<file path="src/rtl/dual_issue_decode_stage_pkg.sv">
// Shared encodings for the dual-issue decode stage: RV32I opcode/funct fields,
// ALU op and branch-type codes, per-lane decode record and the mode FSM states.
package dual_issue_decode_stage_pkg;

  localparam logic [6:0] OP_R      = 7'b0110011;
  localparam logic [6:0] OP_I      = 7'b0010011;
  localparam logic [6:0] OP_LOAD   = 7'b0000011;
  localparam logic [6:0] OP_STORE  = 7'b0100011;
  localparam logic [6:0] OP_JALR   = 7'b1100111;
  localparam logic [6:0] OP_BRANCH = 7'b1100011;

  localparam logic [6:0] F7_BASE = 7'b0000000;
  localparam logic [6:0] F7_ALT  = 7'b0100000;

  localparam logic [2:0] F3_ADD_SUB = 3'b000;
  localparam logic [2:0] F3_SLL     = 3'b001;
  localparam logic [2:0] F3_SR      = 3'b101;

  typedef enum logic [2:0] {
    ALU_ADD   = 3'b000,
    ALU_AND   = 3'b001,
    ALU_OR    = 3'b010,
    ALU_XOR   = 3'b011,
    ALU_SHIFT = 3'b100,
    ALU_CMP   = 3'b101
  } alu_op_e;

  typedef enum logic [2:0] {
    BR_EQ  = 3'b000,
    BR_NE  = 3'b001,
    BR_LT  = 3'b010,
    BR_GE  = 3'b011,
    BR_LTU = 3'b100,
    BR_GEU = 3'b101
  } br_type_e;

  typedef enum logic [1:0] {
    S_NORMAL = 2'b00,
    S_DRAIN  = 2'b01,
    S_SWITCH = 2'b10
  } state_e;

  typedef struct packed {
    alu_op_e  alu_op;
    logic     alu_src;
    logic     sub;
    logic     shift_right;
    logic     shift_arith;
    logic     mem_write;
    logic     branch;
    br_type_e branch_type;
    logic     illegal;
  } dec_t;

  function automatic alu_op_e alu_op_of(input logic [2:0] f3);
    case (f3)
      3'b000:         return ALU_ADD;
      3'b001, 3'b101: return ALU_SHIFT;
      3'b010, 3'b011: return ALU_CMP;
      3'b100:         return ALU_XOR;
      3'b110:         return ALU_OR;
      default:        return ALU_AND;
    endcase
  endfunction

endpackage

</file>
<file path="src/rtl/dual_issue_decode_stage_if.sv">
// Bundle handshake, mode control and decoded-field bus of the decode stage.
interface dual_issue_decode_stage_if #(
  parameter int unsigned LANES = 2,
  parameter int unsigned CNT_W = 8
);
  logic                     in_valid;
  logic                     in_ready;
  logic [LANES-1:0]         in_lane_valid;
  logic [32*LANES-1:0]      in_instr;
  logic                     mode_i;
  logic                     mode_q;
  logic                     mode_busy;
  logic                     out_valid;
  logic                     out_ready;
  logic [LANES-1:0]         out_lane_valid;
  logic [3*LANES-1:0]       out_alu_op;
  logic [LANES-1:0]         out_alu_src;
  logic [LANES-1:0]         out_sub;
  logic [LANES-1:0]         out_shift_right;
  logic [LANES-1:0]         out_shift_arith;
  logic [LANES-1:0]         out_mem_write;
  logic [LANES-1:0]         out_branch;
  logic [3*LANES-1:0]       out_branch_type;
  logic [LANES-1:0]         out_illegal;
  logic [CNT_W*LANES-1:0]   illegal_cnt;

  modport slave (
    input  in_valid, in_lane_valid, in_instr, mode_i, out_ready,
    output in_ready, mode_q, mode_busy, out_valid, out_lane_valid, out_alu_op,
           out_alu_src, out_sub, out_shift_right, out_shift_arith, out_mem_write,
           out_branch, out_branch_type, out_illegal, illegal_cnt
  );

  modport master (
    output in_valid, in_lane_valid, in_instr, mode_i, out_ready,
    input  in_ready, mode_q, mode_busy, out_valid, out_lane_valid, out_alu_op,
           out_alu_src, out_sub, out_shift_right, out_shift_arith, out_mem_write,
           out_branch, out_branch_type, out_illegal, illegal_cnt
  );
endinterface

</file>
<file path="src/rtl/dual_issue_decode_stage_lane_decoder.sv">
// Combinational single-lane RV32I decoder; an undecodable word yields only illegal=1.
module lane_decoder
  import dual_issue_decode_stage_pkg::*;
(
  input  logic [31:0] i_instr,
  output dec_t        o_dec
);

  logic [6:0] w_opcode;
  logic [2:0] w_f3;
  logic [6:0] w_f7;
  logic       w_illegal;
  logic       w_unused_bits;

  assign w_opcode      = i_instr[6:0];
  assign w_f3          = i_instr[14:12];
  assign w_f7          = i_instr[31:25];
  assign w_unused_bits = ^{i_instr[24:15], i_instr[11:7]};

  always_comb begin
    o_dec     = '0;
    w_illegal = 1'b0;
    case (w_opcode)
      OP_R: begin
        if (w_f7 != F7_BASE && w_f7 != F7_ALT)
          w_illegal = 1'b1;
        else if (w_f7 == F7_ALT && w_f3 != F3_ADD_SUB && w_f3 != F3_SR)
          w_illegal = 1'b1;
        o_dec.alu_op      = alu_op_of(w_f3);
        o_dec.sub         = (w_f7 == F7_ALT) && (w_f3 == F3_ADD_SUB);
        o_dec.shift_right = (w_f3 == F3_SR);
        o_dec.shift_arith = (w_f3 == F3_SR) && i_instr[30];
      end
      OP_I: begin
        o_dec.alu_src     = 1'b1;
        o_dec.alu_op      = alu_op_of(w_f3);
        o_dec.shift_right = (w_f3 == F3_SR);
        o_dec.shift_arith = (w_f3 == F3_SR) && i_instr[30];
      end
      OP_LOAD, OP_JALR: o_dec.alu_src = 1'b1;
      OP_STORE: begin
        o_dec.alu_src   = 1'b1;
        o_dec.mem_write = 1'b1;
      end
      OP_BRANCH: begin
        o_dec.branch = 1'b1;
        case (w_f3)
          3'b000:  o_dec.branch_type = BR_EQ;
          3'b001:  o_dec.branch_type = BR_NE;
          3'b100:  o_dec.branch_type = BR_LT;
          3'b101:  o_dec.branch_type = BR_GE;
          3'b110:  o_dec.branch_type = BR_LTU;
          3'b111:  o_dec.branch_type = BR_GEU;
          default: w_illegal = 1'b1;
        endcase
      end
      default: w_illegal = 1'b1;
    endcase
    if (w_illegal) begin
      o_dec         = '0;
      o_dec.illegal = 1'b1;
    end
  end

endmodule

</file>
<file path="src/rtl/dual_issue_decode_stage.sv">
// Registered N-lane decode stage with split/unified mode FSM that drains the
// output register before switching, plus saturating per-lane illegal counters.
module dual_issue_decode_stage
  import dual_issue_decode_stage_pkg::*;
#(
  parameter int unsigned LANES      = 2,
  parameter int unsigned CNT_W      = 8,
  parameter logic        RESET_MODE = 1'b0
) (
  input  logic                   clk,
  input  logic                   rst,
  dual_issue_decode_stage_if.slave bus
);

  state_e           r_state, w_state_nxt;
  logic             r_mode_q;
  logic             r_out_valid;
  logic [LANES-1:0] r_lane_vld;
  logic [LANES-1:0] w_lane_vld;
  dec_t             w_dec [LANES];
  dec_t             r_dec [LANES];
  logic [CNT_W-1:0] r_cnt [LANES];
  logic             w_in_ready;
  logic             w_accept;

  assign w_in_ready = (r_state == S_NORMAL) && (bus.mode_i == r_mode_q) &&
                      (!r_out_valid || bus.out_ready);
  assign w_accept   = bus.in_valid && w_in_ready;

  assign bus.in_ready       = w_in_ready;
  assign bus.mode_q         = r_mode_q;
  assign bus.mode_busy      = (r_state != S_NORMAL);
  assign bus.out_valid      = r_out_valid;
  assign bus.out_lane_valid = r_lane_vld;

  for (genvar g = 0; g < LANES; g++) begin : g_lane
    lane_decoder u_dec (
      .i_instr (bus.in_instr[g*32 +: 32]),
      .o_dec   (w_dec[g])
    );
    // Unified mode runs only lane 0; upper lanes are masked before counting and registering.
    if (g == 0) begin : g_l0
      assign w_lane_vld[g] = bus.in_lane_valid[g];
    end else begin : g_ln
      assign w_lane_vld[g] = bus.in_lane_valid[g] && !r_mode_q;
    end
    assign bus.out_alu_op[g*3 +: 3]      = r_dec[g].alu_op;
    assign bus.out_alu_src[g]            = r_dec[g].alu_src;
    assign bus.out_sub[g]                = r_dec[g].sub;
    assign bus.out_shift_right[g]        = r_dec[g].shift_right;
    assign bus.out_shift_arith[g]        = r_dec[g].shift_arith;
    assign bus.out_mem_write[g]          = r_dec[g].mem_write;
    assign bus.out_branch[g]             = r_dec[g].branch;
    assign bus.out_branch_type[g*3 +: 3] = r_dec[g].branch_type;
    assign bus.out_illegal[g]            = r_dec[g].illegal;
    assign bus.illegal_cnt[g*CNT_W +: CNT_W] = r_cnt[g];
  end

  always_comb begin
    w_state_nxt = r_state;
    case (r_state)
      S_NORMAL: if (bus.mode_i != r_mode_q) w_state_nxt = S_DRAIN;
      S_DRAIN:  if (!r_out_valid || bus.out_ready) w_state_nxt = S_SWITCH;
      S_SWITCH: w_state_nxt = S_NORMAL;
      default:  w_state_nxt = S_NORMAL;
    endcase
  end

  // mode_q samples mode_i in SWITCH, so a request reverted during DRAIN is a no-op.
  always_ff @(posedge clk or posedge rst) begin
    if (rst) begin
      r_state  <= S_NORMAL;
      r_mode_q <= RESET_MODE;
    end else begin
      r_state <= w_state_nxt;
      if (r_state == S_SWITCH) r_mode_q <= bus.mode_i;
    end
  end

  always_ff @(posedge clk or posedge rst) begin
    if (rst) begin
      r_out_valid <= 1'b0;
      r_lane_vld  <= '0;
      for (int unsigned i = 0; i < LANES; i++) r_dec[i] <= '0;
    end else if (w_accept) begin
      r_out_valid <= 1'b1;
      r_lane_vld  <= w_lane_vld;
      for (int unsigned i = 0; i < LANES; i++)
        r_dec[i] <= w_lane_vld[i] ? w_dec[i] : '0;
    end else if (bus.out_ready) begin
      r_out_valid <= 1'b0;
    end
  end

  always_ff @(posedge clk or posedge rst) begin
    if (rst) begin
      for (int unsigned i = 0; i < LANES; i++) r_cnt[i] <= '0;
    end else begin
      for (int unsigned i = 0; i < LANES; i++)
        if (w_accept && w_lane_vld[i] && w_dec[i].illegal && (r_cnt[i] != '1))
          r_cnt[i] <= r_cnt[i] + CNT_W'(1);
    end
  end

endmodule

</file>
<file path="src/flat_wrapper.sv">
// flat-port wrapper written by rule: the top's interface ports become plain ports
module dual_issue_decode_stage_flat import dual_issue_decode_stage_pkg::*;
#(
  parameter int unsigned LANES      = 2,
  parameter int unsigned CNT_W      = 8,
  parameter logic        RESET_MODE = 1'b0
)
  (clk, rst, bus_in_valid, bus_in_lane_valid, bus_in_instr, bus_mode_i, bus_out_ready, bus_in_ready, bus_mode_q, bus_mode_busy, bus_out_valid, bus_out_lane_valid, bus_out_alu_op, bus_out_alu_src, bus_out_sub, bus_out_shift_right, bus_out_shift_arith, bus_out_mem_write, bus_out_branch, bus_out_branch_type, bus_out_illegal, bus_illegal_cnt);
  dual_issue_decode_stage_if #(.LANES(LANES), .CNT_W(CNT_W)) bus_i ();
  input  logic clk;
  input  logic rst;
  input wire logic [$bits(bus_i.in_valid)-1:0] bus_in_valid;
  input wire logic [$bits(bus_i.in_lane_valid)-1:0] bus_in_lane_valid;
  input wire logic [$bits(bus_i.in_instr)-1:0] bus_in_instr;
  input wire logic [$bits(bus_i.mode_i)-1:0] bus_mode_i;
  input wire logic [$bits(bus_i.out_ready)-1:0] bus_out_ready;
  output wire logic [$bits(bus_i.in_ready)-1:0] bus_in_ready;
  output wire logic [$bits(bus_i.mode_q)-1:0] bus_mode_q;
  output wire logic [$bits(bus_i.mode_busy)-1:0] bus_mode_busy;
  output wire logic [$bits(bus_i.out_valid)-1:0] bus_out_valid;
  output wire logic [$bits(bus_i.out_lane_valid)-1:0] bus_out_lane_valid;
  output wire logic [$bits(bus_i.out_alu_op)-1:0] bus_out_alu_op;
  output wire logic [$bits(bus_i.out_alu_src)-1:0] bus_out_alu_src;
  output wire logic [$bits(bus_i.out_sub)-1:0] bus_out_sub;
  output wire logic [$bits(bus_i.out_shift_right)-1:0] bus_out_shift_right;
  output wire logic [$bits(bus_i.out_shift_arith)-1:0] bus_out_shift_arith;
  output wire logic [$bits(bus_i.out_mem_write)-1:0] bus_out_mem_write;
  output wire logic [$bits(bus_i.out_branch)-1:0] bus_out_branch;
  output wire logic [$bits(bus_i.out_branch_type)-1:0] bus_out_branch_type;
  output wire logic [$bits(bus_i.out_illegal)-1:0] bus_out_illegal;
  output wire logic [$bits(bus_i.illegal_cnt)-1:0] bus_illegal_cnt;
  assign bus_i.in_valid = bus_in_valid;
  assign bus_i.in_lane_valid = bus_in_lane_valid;
  assign bus_i.in_instr = bus_in_instr;
  assign bus_i.mode_i = bus_mode_i;
  assign bus_i.out_ready = bus_out_ready;
  assign bus_in_ready = bus_i.in_ready;
  assign bus_mode_q = bus_i.mode_q;
  assign bus_mode_busy = bus_i.mode_busy;
  assign bus_out_valid = bus_i.out_valid;
  assign bus_out_lane_valid = bus_i.out_lane_valid;
  assign bus_out_alu_op = bus_i.out_alu_op;
  assign bus_out_alu_src = bus_i.out_alu_src;
  assign bus_out_sub = bus_i.out_sub;
  assign bus_out_shift_right = bus_i.out_shift_right;
  assign bus_out_shift_arith = bus_i.out_shift_arith;
  assign bus_out_mem_write = bus_i.out_mem_write;
  assign bus_out_branch = bus_i.out_branch;
  assign bus_out_branch_type = bus_i.out_branch_type;
  assign bus_out_illegal = bus_i.out_illegal;
  assign bus_illegal_cnt = bus_i.illegal_cnt;
  dual_issue_decode_stage #(.LANES(LANES), .CNT_W(CNT_W), .RESET_MODE(RESET_MODE)) u_core (.clk(clk), .rst(rst), .bus(bus_i));
endmodule
</file>
<file path="config.mk">
export PLATFORM = sky130hd
export DESIGN_NAME = dual_issue_decode_stage_flat
export DESIGN_NICKNAME = d
export VERILOG_FILES = /design/src/rtl/dual_issue_decode_stage_pkg.sv /design/src/rtl/dual_issue_decode_stage_if.sv /design/src/rtl/dual_issue_decode_stage_lane_decoder.sv /design/src/rtl/dual_issue_decode_stage.sv /design/src/flat_wrapper.sv
export SDC_FILE = /design/constraint.sdc
export NUM_CORES = 1
export LEC_CHECK = 0
export ABC_AREA = 1
export CAP_MARGIN = 40
export CORE_UTILIZATION = 55
export DETAILED_ROUTE_END_ITERATION = 7
export DONT_BUFFER_PORTS = 1
export GPL_TIMING_DRIVEN = 1
export PLACE_DENSITY = 0.81
export SLEW_MARGIN = 20
export SYNTH_ARGS = -nofsm -noshare
export SYNTH_HDL_FRONTEND = slang
export SYNTH_SLANG_ARGS = --single-unit
</file>
<file path="constraint.sdc">
create_clock -name clk -period 2 [get_ports clk]
set_input_delay 0.4 -clock clk [delete_from_list [all_inputs] [get_ports clk]]
set_output_delay 0.4 -clock clk [all_outputs]
set_load 0.005 [all_outputs]
</file>
==> results.md, run 1 <==
* Clock root buffer: clkbuf_8
* Status: complete, no violations
* Grt met1 use at 0.246
* Clk_skew at ~0.007 ns
* H-tree depth at 2
* Routed via count at roughly 2,300
* GR Overflow Total at 0
* R2r setup slk at about 0.28 ns
* Detail Route Antenna Nets at 0
* Min Tclk post-route at 1.72 ns
* Yosys warning total at 0
* Number of port buffers at 0
* Crit end category: flip-flop
* Cell area after layout at just under 3000 µm²
* Synthesized area per cell at approximately 8 µm²
* Top_reg_cell synth: dfrtp_1
* Sequential Power Share at 0.495
* All-Layer GR Usage at 0.216
* Top cell by count, worst path: nand2_1
* Psw at 814 µW
* CP max FO at 13
* Switching share of power at 0.320
* Mapped Area at roughly 2700 µm²
* P_int at roughly 1700 µW
* Crit-path slowest cell: dfrtp_1
* First-pass GRT wire length at between 9000 and 10,000 µm
* Gate power share at 0.211
* Count of cell types in the netlist at 35
* Syn nets at between 400 and 500
* Asr flop ratio synth at 1.00
* Initial antenna violation count at 0
* PwrDens at between 800 and 900 nW/µm²
* Kind of critical path: flip-flop to flip-flop
* Slew margin rel. at 0.584
* Critical Path Start Type: flip-flop
* WL final at around 5400 µm
* R2R depth at 8
* Hold Violations, Final at 0
* Post-placement cell area at about 2800 µm²
* Number of primary I/O pins at approximately 120
* Die X at 72.4 µm
* Max_cap viols at 0
* FF-to-FF End: u_core.bus.illegal_cnt[15]$_DFFE_PP0P_
* RSZ-0062 raised after global routing: false
* CTS tree: yes
* Inserted Clock Buffers at 5
* Sum of negative setup slack at 0 ns
* Hold Buf Count CTS at 0
* Via/cell ratio at between 5 and 6
* CTS Sinks at between 40 and 50
* Worst Setup SP: u_core.r_state[1]$_DFFE_PP0P_
* Rows at 25
* Die Area at ~5200 µm²
* Share of cells above drive strength 1 at 0.118
* DR pass1 iterations at 4
* Placed wire-length estimate at just over 4000 µm
* RePlAce Congestion at about 0.86
* Reg2reg start: u_core.r_state[1]$_DFFE_PP0P_
* Vias in the first global route at 2,092
* Clk_lat worst skew at 0.29 ns
* Synthesis-to-finish area growth at 6.92%
* Reg clk slew, reported paths at about 0.090 ns
* Required @ worst endpoint at ~2.2 ns
* Total setup buffers inserted after CTS at 0
* Synthesized flop and latch total at 48
* Diodes inserted at 0
* Post-CTS sizing at 0
* CP Cell Sequence: inv_2, nand2_2, nor3_4, nand3b_4, clkinv_2, nand3_4, nand2_1, nand2_1
* Global Route met3 Usage at 0.0681
* CP Data Arrival Time at 1.91 ns
* Nets at 420
* DRC viols at 0
* Post-Syn Instances at roughly 340
* Die H at approximately 72 µm
* Sequential fraction of the synthesis area at 0.440
* Count of final setup violators at 0
* Largest net degree at the start of global routing at 32
* Worst VDD drop at about 0.36 mV
* Worst Tran Pin Value at between 0.6 and 0.7 ns
* Pins over their slew limit at 0
* Global routing's busiest layer: met2
* CTS max path bufs at 2
* GR Util met2 at 0.388
* Drt wl/cell at about 13 µm
* Delay of the slowest cell on the worst path at around 0.43 ns
* Leak at about 0.0014 µW
* 1st-iter DRT viols at a little over 70
* Starting Density at 0.574
* Max Clock Freq at ~0.58 GHz
* Post-synth EDFFs at 0
* Power share of the clock group at 0.294
* HP Class: input pin to asynchronous set/reset pin
* Core Region at 4750 µm²
* Fin crit share at 0.860
worst max path at each step:
stage	end	slack, ns	depth (start not counted)
floorplan	u_core.bus.illegal_cnt[0]$_DFFE_PP0P_	0.46	1
global placement	u_core.bus.illegal_cnt[9]$_DFFE_PP0P_	0.33	8
detailed placement	u_core.bus.illegal_cnt[13]$_DFFE_PP0P_	0.26	8
CTS	u_core.bus.illegal_cnt[13]$_DFFE_PP0P_	0.24	8
global route	u_core.bus.illegal_cnt[13]$_DFFE_PP0P_	0.12	9
finish	u_core.bus.illegal_cnt[15]$_DFFE_PP0P_	0.28	8
synthesized netlist by cell type (3+ instances only):
cell type	n	area, µm²
a21oi_1	6	30.0
nand4_1	20	125
nand3_4	4	70.1
dfrtp_1	48	1200
o21ai_0	13	65.1
xor2_1	6	52.6
nand3_2	3	30.0
or2_2	3	18.8
nor3_1	3	15.0
nand2_2	3	18.8
inv_1	22	82.6
nor2_1	32	120
nand3_1	36	180
nand2_1	107	402
xnor2_1	6	52.6
sequential cells by signal, indices dropped and copies added, names as in the netlist:
register	count
u_core.bus.illegal_cnt	16
u_core.bus.mode_q	1
u_core.bus.out_alu_op	6
u_core.bus.out_alu_src	2
u_core.bus.out_branch	2
u_core.bus.out_branch_type	6
u_core.bus.out_illegal	2
u_core.bus.out_lane_valid	2
u_core.bus.out_mem_write	2
u_core.bus.out_shift_arith	2
u_core.bus.out_shift_right	2
u_core.bus.out_sub	2
u_core.bus.out_valid	1
u_core.r_state	2
power by group through the flow:
stage	logic [µW]	registers [µW]	clock network, µW
floorplan	467	1240	0
global placement	519	1270	0
detailed placement	546	1280	0
CTS	548	1260	762
global route	618	1280	805
finish	537	1260	747
cells in the final DEF, fill, tap and decap left out, types with 4 or more instances in the layout:
| cell type | count |
|---|---|
| a21oi_1 | 6 |
| buf_4 | 4 |
| clkbuf_8 | 7 |
| dfrtp_1 | 48 |
| inv_1 | 21 |
| nand2_1 | 107 |
| nand3_1 | 36 |
| nand3_4 | 4 |
| nand4_1 | 20 |
| nor2_1 | 32 |
| o21ai_0 | 13 |
| xnor2_1 | 6 |
| xor2_1 | 6 |
stage by stage:
stage,total power [µW],hold slack [ns],setup slack (ns),util,std cells
after global routing,2700,0.104,0.124,0.614,415
after detailed placement,1820,0.401,0.262,0.587,407
after CTS,2570,0.0814,0.245,0.614,415
after floorplan,1700,0.465,0.456,-,342
final,2540,0.0579,0.279,0.614,415
after global placement,1790,0.396,0.329,0.587,407
per-layer routing:
layer	up-vias	share of wire
met2	86	0.51
met5	-	0
met3	7	0.072
met1	1033	0.41
li1	1136	-
met4	0	0.012
logic make-up (layout without fill, tap and decap cells):
| kind of cell | after synthesis | count (layout) | synth area share |
|---|---|---|---|
| flops | 48 | 48 | 0.440 |
| buf+inv | 33 | 39 | 0.0587 |
| fa+ha+maj | 2 | 2 | 0.00917 |
| xor+xnor | 12 | 12 | 0.0385 |
| simple gates | 218 | 218 | 0.388 |
| compound gates | 29 | 29 | 0.0656 |
area by class of cell:
cell class / instances / area (µm²)
clock buffers: 7 / 96.3
clock inverters: 1 / 30.0
fillers: 423 / 1840
inverters: 27 / 109
multi-input cells: 261 / 1370
flip-flops and latches: 48 / 1200
well taps: 67 / 83.8
repair buffers: 4 / 30.0
worst max-delay path: cells and delay by family, from the launching register on:
family	cells	cell delay, ns
AND/OR/NAND/NOR	6	0.89
buffers and inverters	2	0.30
flip-flops	1	0.43
Note: power is estimated with default switching activity, not from simulation.
==> inputs of run 2 (changes only) <==
--- a/config.mk
+++ b/config.mk
@@ -5,8 +5,8 @@
 export SDC_FILE = /design/constraint.sdc
 export NUM_CORES = 1
 export LEC_CHECK = 0
-export ABC_AREA = 1
-export CAP_MARGIN = 40
+export ABC_AREA = 0
+export CAP_MARGIN = 25
 export CORE_UTILIZATION = 55
 export DETAILED_ROUTE_END_ITERATION = 7
 export DONT_BUFFER_PORTS = 1
==> results.md, run 2 <==
* Mapped Area at 2470 µm² (-9.5%)
* Min Tclk post-route at 1.95 ns (+0.233 ns)
* RSZ-0062 raised after global routing: true
* Pins over their slew limit at 0 (unchanged)
* Die Area at 4760 µm² (-9.2%)
* CTS max path bufs at 2 (unchanged)
* Psw at 790 µW (-3.0%)
* CP Data Arrival Time at 2.13 ns (+0.22 ns)
* Post-Syn Instances at 232 (-32%)
* Routed via count at 1,903 (-16%)
* Worst Tran Pin Value at 0.351 ns (-0.272 ns)
* Sequential fraction of the synthesis area at 0.486 (+0.0462)
* Asr flop ratio synth at 1.00 (unchanged)
* CTS Sinks at 48 (unchanged)
* WL final at 5250 µm (-3.7%)
* Hold Buf Count CTS at 0 (unchanged)
* First-pass GRT wire length at 9080 µm (+0.61%)
* DRC viols at 0 (unchanged)
* Required @ worst endpoint at 2.18 ns (about the same)
* R2r setup slk at 0.05 ns (-0.23 ns)
* PwrDens at 896 nW/µm² (+2.9%)
* Switching share of power at 0.319 (-0.00101)
* Cell area after layout at 2760 µm² (-5.5%)
* Synth top cells by count: dfrtp_1, nand2_1, o21ai_0, nor2_1, xor2_1
* Clk_lat worst skew at 0.30 ns (about the same)
* Rows at 24 (-4.0%)
* Via/cell ratio at 6.28 (+15%)
* Yosys warning total at 0 (unchanged)
* Diodes inserted at 0 (unchanged)
* FF-to-FF End: u_core.bus.illegal_cnt[7]$_DFFE_PP0P_
* Post-placement cell area at 2660 µm² (-4.6%)
* Count of cell types in the netlist at 49 (+40%)
* Inserted Clock Buffers at 5 (unchanged)
* Max_cap viols at 0 (unchanged)
* Die H at 69.0 µm (-4.7%)
* Leading cell type in the layout, fill and taps excluded: dfrtp_1
* Die X at 69.0 µm (-4.7%)
* Area of the multi-input gates at 1220 µm² (-11%)
* Core Region at 4320 µm² (-9.1%)
* Critical Path Start Type: flip-flop
* Status: complete, no violations
* Slew margin rel. at 0.764 (+0.180)
* RePlAce Congestion at 0.831 (-3.3%)
* Initial antenna violation count at 0 (unchanged)
* Count of final setup violators at 0 (unchanged)
* Synthesis-to-finish area growth at 11.7%
* FF+latch area at 1200 µm² (unchanged)
* Reg clk slew, reported paths at 0.08 ns (about the same)
* Leak at 0.00127 µW (-12%)
* P_int at 1680 µW (-2.6%)
* Delay of the slowest cell on the worst path at 0.55 ns (+0.12 ns)
* Worst VDD drop at 0.498 mV (+38%)
* Top_reg_cell synth: dfrtp_1
* Crit-path slowest cell: or4b_4
* Vias in the first global route at 1,993 (-4.7%)
* Syn nets at 305 (-27%)
* Nets at 324 (-23%)
* Number of primary I/O pins at 119 (unchanged)
* Largest net degree at the start of global routing at 49 (+53%)
* # fillers at 361 (-15%)
* Starting Density at 0.571 (-0.00277)
* Top area cells in the synthesized netlist: dfrtp_1, a32o_1, nand2_1
* All-Layer GR Usage at 0.235 (+0.0194)
* Kind of critical path: flip-flop to flip-flop
* H-tree depth at 2 (unchanged)
* Top cell type's share of synthesized area at 0.486 (+0.0462)
* Hold Violations, Final at 0 (unchanged)
* DR pass1 iterations at 4 (unchanged)
* 1st-iter DRT viols at 93 (+31%)
* Gate power share at 0.271 (+0.060)
* Min Hold Slack at 0.0101 ns (-0.0478 ns)
* Synthesized flop and latch total at 48 (unchanged)
* CP Cell Sequence: xor2_1, or4b_4, a41oi_4, buf_4, o2111ai_1, xnor2_1
* Count leader, synth: dfrtp_1
* Clk_skew at 0.00429 ns (-0.00255 ns)
* Max Clock Freq at 0.512 GHz (-12%)
* Cell taking the most area after synthesis: dfrtp_1
* Placed wire-length estimate at 3840 µm (-6.6%)
* Share of cells above drive strength 1 at 0.163 (+0.0455)
* Detail Route Antenna Nets at 0 (unchanged)
* Reg2reg start: u_core.bus.mode_q$_DFFE_PP0N_
* GR Overflow Total at 0 (unchanged)
* Power share of the clock group at 0.217 (-0.077)
* CP max FO at 4 (-9)
* Most frequent cells in the layout: dfrtp_1, nand2_1, buf_4, nor2_1
* HP Class: input pin to asynchronous set/reset pin
* Max reg flops at 16 (unchanged)
* Sequential Power Share at 0.513 (+0.018)
* R2R depth at 6 (-2)
* Fin crit share at 0.977 (+0.116)
* CTS tree: yes
* Drt wl/cell at 17.3 µm (+32%)
* Clock root buffer: clkbuf_8
* Sum of negative setup slack at 0 ns (unchanged)
* Post-synth EDFFs at 0 (unchanged)
* Number of port buffers at 0 (unchanged)
* Synthesized area per cell at 10.6 µm² (+33%)
* Crit end category: flip-flop
==> run 2: how the worst max path moves through the flow <==
| stage | to | slack, ns | start |
|---|---|---|---|
| finish | u_core.bus.illegal_cnt[7]$_DFFE_PP0P_ | 0.05 | u_core.bus.mode_q$_DFFE_PP0N_ |
| global route | u_core.bus.illegal_cnt[7]$_DFFE_PP0P_ | -0.01 | u_core.bus.mode_q$_DFFE_PP0N_ |
| CTS | u_core.bus.illegal_cnt[7]$_DFFE_PP0P_ | 0.05 | u_core.bus.mode_q$_DFFE_PP0N_ |
| detailed placement | u_core.bus.out_alu_op[4]$_DFFE_PP0P_ | -0.13 | bus_in_instr[60] |
| global placement | u_core.bus.out_alu_op[5]$_DFFE_PP0P_ | -0.10 | bus_in_instr[60] |
| floorplan | u_core.bus.illegal_cnt[1]$_DFFE_PP0P_ | -0.03 | u_core.bus.mode_q$_DFFE_PP0N_ |
==> run 2: cell families after synthesis <==
family	count (synthesis)	share of synthesized area
mux	5	0.0243
flops	48	0.486
simple gates	88	0.201
buf+inv	16	0.0263
fa+ha+maj	2	0.0101
xor+xnor	16	0.0567
compound gates	57	0.195
==> run 2: repair_timing <==
| item | CTS | global route |
|---|---|---|
| pin swaps | 0 | 1 |
| cloned | 0 | 0 |
| resized for setup | 2 | 6 |
| setup buffers | 0 | 0 |
| endpoints found under the setup margin | 3 | 13 |
| hold endpoints to repair | 0 | 0 |
==> run 2: routing by layer <==
layer	GRT usage	routed length, µm	vias up
met4	0.0703	46	0
met3	0.0833	437	6
met2	0.409	2580	82
met5	0	0	-
met1	0.271	2180	909
li1	-	-	906
==> run 2: power groups by stage <==
stage / registers [µW] / clock network (µW) / logic, µW
final: 1270 / 536 / 669
after global routing: 1290 / 590 / 736
after CTS: 1270 / 555 / 660
after detailed placement: 1290 / 0 / 650
after global placement: 1280 / 0 / 634
after floorplan: 1260 / 0 / 424
==> run 2: layout make-up <==
cell class	count	area share
repair buffers	20	0.0590
flip-flops and latches	48	0.436
well taps	52	0.0236
multi-input cells	168	0.443
inverters	8	0.0109
clock buffers	6	0.0263
clock inverters	1	0.00181
==> run 2: through the flow <==
stage | total power [µW] | instances | setup slack (ns) | utilization
final | 2470 | 303 | 0.0465 | 0.638
after CTS | 2480 | 303 | 0.0519 | 0.636
after global routing | 2610 | 303 | -0.0150 | 0.638
after detailed placement | 1940 | 296 | -0.135 | 0.616
after global placement | 1910 | 296 | -0.100 | 0.616
after floorplan | 1690 | 232 | -0.0344 | -
==> run 2: critical path, delay by kind of cell, from the launching register on <==
kind,cells,cell delay (ns)
xor+xnor,2,0.33
buf+inv,1,0.17
compound gates,2,0.39
simple gates,1,0.55
flops,1,0.40
